===== src/rtl/exibidor_pkg.sv =====
// Shared state codes for the sequence player and the debug 7-segment path.
package exibidor_pkg;

  localparam logic [3:0] COD_INICIAL    = 4'h0;
  localparam logic [3:0] COD_PREPARACAO = 4'h1;
  localparam logic [3:0] COD_BUSCA      = 4'h2;
  localparam logic [3:0] COD_MOSTRA     = 4'h3;
  localparam logic [3:0] COD_INTERVALO  = 4'h4;
  localparam logic [3:0] COD_FIM        = 4'hF;

  typedef enum logic [3:0] {
    st_inicial    = COD_INICIAL,
    st_preparacao = COD_PREPARACAO,
    st_busca      = COD_BUSCA,
    st_mostra     = COD_MOSTRA,
    st_intervalo  = COD_INTERVALO,
    st_fim        = COD_FIM
  } estado_t;

  function automatic int maximo(input int a, input int b);
    return (a > b) ? a : b;
  endfunction

endpackage


===== src/rtl/exibidor_sequencia_contador.sv =====
// Modulo-M counter; M-1 comes in at run time so one instance serves both phases.
module contador_tempo #(
  parameter int W = 4
) (
  input  logic         clock,
  input  logic         reset,
  input  logic         zera,
  input  logic         conta,
  input  logic [W-1:0] modulo_m1,
  output logic [W-1:0] valor,
  output logic         fim
);

  assign fim = (valor == modulo_m1);

  always_ff @(posedge clock) begin
    if (!reset || zera)
      valor <= '0;
    else if (conta)
      valor <= fim ? '0 : valor + 1'b1;
  end

endmodule


===== src/rtl/exibidor_sequencia.sv =====
// Plays memory positions 0..limite on the LEDs with fixed on-time and dark gap.
// Optional EXIBIDOR_PAUSA_EN adds a pausar input that freezes playback.
module exibidor_sequencia
  import exibidor_pkg::*;
#(
  parameter int TEMPO_ACESO   = 50_000_000,
  parameter int TEMPO_APAGADO = 25_000_000
) (
  input  logic       clock,
  input  logic       reset,
  input  logic       iniciar,
  input  logic [3:0] limite,
  input  logic [3:0] mem_dado,
`ifdef EXIBIDOR_PAUSA_EN
  input  logic       pausar,
`endif
  output logic [3:0] mem_endereco,
  output logic [3:0] leds,
  output logic       pronto,
  output logic [3:0] db_estado
);

  localparam int TW = $clog2(maximo(TEMPO_ACESO, TEMPO_APAGADO)) + 1;
  localparam logic [TW-1:0] ACESO_M1   = TW'(TEMPO_ACESO - 1);
  localparam logic [TW-1:0] APAGADO_M1 = TW'(TEMPO_APAGADO - 1);

  estado_t       estado, prox;
  logic [3:0]    limite_reg;
  logic [TW-1:0] timer;
  logic          timer_fim;
  logic          pausa_ativa;
  logic          temporizando;

  assign temporizando = (estado == st_mostra) || (estado == st_intervalo);

`ifdef EXIBIDOR_PAUSA_EN
  assign pausa_ativa = pausar && temporizando;
`else
  assign pausa_ativa = 1'b0;
`endif

  always_ff @(posedge clock) begin
    if (!reset)
      estado <= st_inicial;
    else
      estado <= prox;
  end

  always_comb begin
    prox = estado;
    case (estado)
      st_inicial:    if (iniciar) prox = st_preparacao;
      st_preparacao: prox = st_busca;
      st_busca:      prox = st_mostra;
      st_mostra:     if (!pausa_ativa && timer_fim) prox = st_intervalo;
      st_intervalo:
        if (!pausa_ativa && timer_fim)
          prox = (mem_endereco == limite_reg) ? st_fim : st_busca;
      st_fim:        if (iniciar) prox = st_preparacao;
      default:       prox = st_inicial;
    endcase
  end

  // Every phase change restarts the shared timer from zero.
  contador_tempo #(.W(TW)) u_timer (
    .clock     (clock),
    .reset     (reset),
    .zera      (prox != estado),
    .conta     (temporizando && !pausa_ativa),
    .modulo_m1 ((estado == st_intervalo) ? APAGADO_M1 : ACESO_M1),
    .valor     (timer),
    .fim       (timer_fim)
  );

  always_ff @(posedge clock) begin
    if (!reset) begin
      mem_endereco <= '0;
      leds         <= '0;
      limite_reg   <= '0;
    end else begin
      case (estado)
        st_preparacao: begin
          mem_endereco <= '0;
          limite_reg   <= limite;
        end
        st_busca:     leds <= mem_dado;
        st_mostra:    if (prox == st_intervalo) leds <= '0;
        st_intervalo: if (prox == st_busca) mem_endereco <= mem_endereco + 4'd1;
        default: ;
      endcase
    end
  end

  assign pronto    = (estado == st_fim);
  assign db_estado = estado;

endmodule


===== config.mk =====
export PLATFORM = sky130hd
export DESIGN_NAME = exibidor_sequencia
export DESIGN_NICKNAME = d
export VERILOG_FILES = /design/src/rtl/exibidor_pkg.sv /design/src/rtl/exibidor_sequencia_contador.sv /design/src/rtl/exibidor_sequencia.sv
export SDC_FILE = /design/constraint.sdc
export NUM_CORES = 1
export LEC_CHECK = 0
export BUFFER_PORTS_ARGS = -buffer_cell sky130_fd_sc_hd__buf_2
export CELL_PAD_IN_SITES_DETAIL_PLACEMENT = 1
export CELL_PAD_IN_SITES_GLOBAL_PLACEMENT = 1
export CORE_ASPECT_RATIO = 0.7
export CORE_UTILIZATION = 45
export DETAILED_ROUTE_END_ITERATION = 10
export PLACE_DENSITY_LB_ADDON = 0.25
export SLEW_MARGIN = 20
export SYNTH_ARGS = -nofsm -noshare
export SYNTH_HDL_FRONTEND = slang
export SYNTH_SLANG_ARGS = --single-unit

===== constraint.sdc =====
create_clock -name clock -period 2.9 [get_ports clock]
set_input_delay 0.29 -clock clock [delete_from_list [all_inputs] [get_ports clock]]
set_output_delay 0.29 -clock clock [all_outputs]
set_load 0.03 [all_outputs]

==> summary.md <==
| Metric | Value |
|---|---|
| Leak pwr | roughly 0.85 nW |
| CP max-delay cell | or4b_4 |
| Power density over the cells | between 400 and 500 mW/mm2 |
| Largest register by flop count | u_timer.valor |
| Cell breakdown of the critical path | or4b_4, nor3_2, o2111ai_4, a21oi_4, buf_4, a211oi_1 |
| Number of gates resized after CTS | 0 |
| Mapped Area | between 0.002 and 0.003 mm2 |
| FMAX | between 0.3 and 0.4 GHz |
| Vias in the first global route | between 2,000 and 2,500 |
| Hold path depth | 3 |
| Number of buffers added on ports | 23 |
| CTS sink count | 43 |
| Status | completed |
| Die Wd | between 90 and 100 um |
| Antenna cell count | 0 |
| EDFF count, synth | 0 |
| Initial Util | around 47% |
| Clock transition at the registers of the reported paths | roughly 0.08 ns |
| Initial DRC count | 100 |
| CTS tree | done |
| Initial antenna violation count | 0 |
| Overflow after GRT | 0 |
| Fin crit period | 2.51 ns |
| Share of layout cells above drive strength 1 | roughly 17% |
| Final hold vios | 0 |
| Routed Antenna Nets | 0 |
| Hold buffers post-CTS | 0 |
| Seq cells post-synth | between 40 and 50 |
| # Max-Cap Violations | 0 |
| Via density per instance | 6.22 |
| Max FFs per register | 27 |
| Crit share post-route | between 80% and 90% |
| Hold Crit Class | primary input to flip-flop |
| Syn avg cell area | between 9 and 10 um2 |
| Register area share after synthesis | roughly a third |
| Die Ht | 64.6 um |
| Die area | 0.00590 mm2 |
| Postcts setup bufs | 0 |
| Critical Path RT | roughly 3.1 ns |
| RSZ-0062 raised after global routing | false |
| Clock Tree Buf Depth | 2 |
| DRT Pass-1 Iters | 4 |
| Cell Rows | 22 |
| Synthesized Nets | a little under 300 |
| First-pass GRT wire length | between 10 and 15 mm |
| Peak VDD IR | between 0.15 and 0.2 mV |
| YS warnings | 0 |
| Nets@finish | 313 |
| Worst R2R Path Depth | 6 |
| All-Layer GR Usage | 24.9% |
| Area growth syn-to-layout | 9.50% |
| CTS root buffer | clkbuf_8 |
| Io pins | 24 |
| Critical path class | flip-flop to flip-flop |
| Placer Congestion | around 0.84 |
| Distinct cells, synth | 51 |
| Fillers | about 630 |
| Via Count | ~2,300 |
| Peak fanout along the critical path | 27 |
| Slew @ Worst Pin | 0.786 ns |
| Num CTS Buffers | 5 |
| Clock Skews | about 0.0058 ns |
| Util after Layout | 51.9% |
| Asr flop ratio synth | 0% |
| Slew headroom | between 40% and 50% |
| DPL Wire Length | 4.88 mm |
| TNS Setup | 0 ns |
| Crit-path max cell delay | 0.55 ns |
| Drt drc | 0 |
| Core ar. | 0.00531 mm2 |
| Final setup vio count | 0 |
| Routed WL | 6.83 mm |
| Clock Latency Late Sink | approximately 0.29 ns |
| Post-Syn Instances | approximately 280 |
| Largest net degree at the start of global routing | 28 |
| Wire length per cell | 18.3 um |
| Main synth FF type | dfxtp_1 |
| Worst Setup End Kind | flip-flop |
| Final Max Tran Viols | 0 |
| WP data arrival | around 2.7 ns |
| Worst setup SP type | flip-flop |
| H-tree depth | 2 |
placed cells by master, fill, tap and decap left out, types with 2 or more instances in the layout:
cell | synthesis | routed
a211oi_1 | 26 | 26
dfxtp_1 | 43 | 43
or3_1 | 4 | 4
a31oi_1 | 4 | 4
nand3b_1 | 3 | 3
and2_1 | 3 | 3
nand4b_1 | 3 | 3
inv_1 | 2 | 2
and4_1 | 7 | 7
nand4_1 | 10 | 10
o211ai_1 | 3 | 3
and3_1 | 4 | 4
xnor2_1 | 21 | 21
or4bb_1 | 3 | 3
o21ai_0 | 2 | 2
buf_2 | 3 | 23
a21oi_1 | 13 | 13
o311ai_0 | 4 | 4
xor2_1 | 9 | 9
nand2b_1 | 2 | 2
nand2_1 | 26 | 26
nor4b_4 | 2 | 2
nor3_1 | 17 | 17
clkbuf_8 | 0 | 6
buf_4 | 3 | 6
a211o_1 | 2 | 2
nand3_1 | 14 | 14
o221a_2 | 2 | 2
nor2_1 | 14 | 14
ha_1 | 2 | 2
area by class of cell:
cell class	instances	area (um2)	area share (%)
Clock inverter	1	5.00	0.182
Sequential cell	43	861	31.2
Clock buffer	6	82.6	3.00
Tap cell	72	90.1	3.27
Timing Repair Buffer	29	160	5.81
Inverter	2	7.51	0.272
Multi-Input combinational cell	219	1550	56.2
per-layer routing:
metal	part of all wire (%)	vias up	GRT usage [%]	wire length, um
li1	-	1098	-	-
met1	51	1156	36.3	3500
met2	43	53	36.6	2940
met3	4.6	8	5.63	316
met4	1.0	0	6.94	70
met5	0	-	0	0
metrics by stage:
step	hold WS [ns]	setup WS, ns	cell area [um2]	total power, mW	cells
3_3_place_gp	0.458	0.508	2670	0.771	365
6_report	0.229	0.389	2760	1.15	372
4_1_cts	0.224	0.395	2760	1.16	372
5_1_grt	0.222	0.231	2760	1.20	372
2_1_floorplan	0.426	0.667	2520	0.739	278
3_5_place_dp	0.463	0.432	2670	0.774	365
worst max-delay path, delay by kind of cell (launching register included):
kind / cells / cell delay, ns
AOI/OAI and AO/OA: 3 / 0.60
buffers and inverters: 1 / 0.31
DFF: 1 / 0.54
and+or+nand+nor: 2 / 0.91
kinds of logic (layout without fill, tap and decap cells):
kind of cell / count (synthesis) / in the layout / share of synthesized area [%]
adder cells (fa/ha/maj): 2 / 2 / 0.994
buffers and inverters: 16 / 38 / 4.23
flip-flops: 43 / 43 / 34.2
AO/OA/AOI/OAI: 65 / 65 / 20.3
XOR/XNOR: 30 / 30 / 10.4
AND/OR/NAND/NOR: 121 / 121 / 29.3
multiplexers: 1 / 1 / 0.448
power breakdown:
| part | switching, mW | internal [mW] |
|---|---|---|
| sequential | 0.0109 | 0.601 |
| combinational | 0.108 | 0.0425 |
| clock | 0.202 | 0.187 |
| total | 0.321 | 0.830 |
Yosys cell counts, types with 3 or more instances:
cell type / count / share of area [%]
a211oi_1: 26 / 7.8
a21oi_1: 13 / 2.6
a31oi_1: 4 / 0.99
and2_1: 3 / 0.75
and3_1: 4 / 0.99
and4_1: 7 / 2.4
buf_2: 3 / 0.60
buf_4: 3 / 0.90
buf_6: 4 / 1.8
clkbuf_1: 3 / 0.45
dfxtp_1: 43 / 34
nand2_1: 26 / 3.9
nand3_1: 14 / 2.8
nand3b_1: 3 / 0.90
nand4_1: 10 / 2.5
nand4b_1: 3 / 1.0
nor2_1: 14 / 2.1
nor3_1: 17 / 3.4
o211ai_1: 3 / 0.90
o311ai_0: 4 / 1.4
or3_1: 4 / 0.99
or4bb_1: 3 / 1.3
xnor2_1: 21 / 7.3
xor2_1: 9 / 3.1
path summary, 6_finish.rpt:
path,startpoint,to,slack [ns]
worst max-delay path,db_estado[2],u_timer.valor[0],0.39
worst min-delay path,mem_dado[3],leds[3],0.23
worst max register to register,db_estado[2],u_timer.valor[0],0.39
worst min register to register,limite_reg[3],limite_reg[3],0.47
Power figures use the tool's default switching activity.
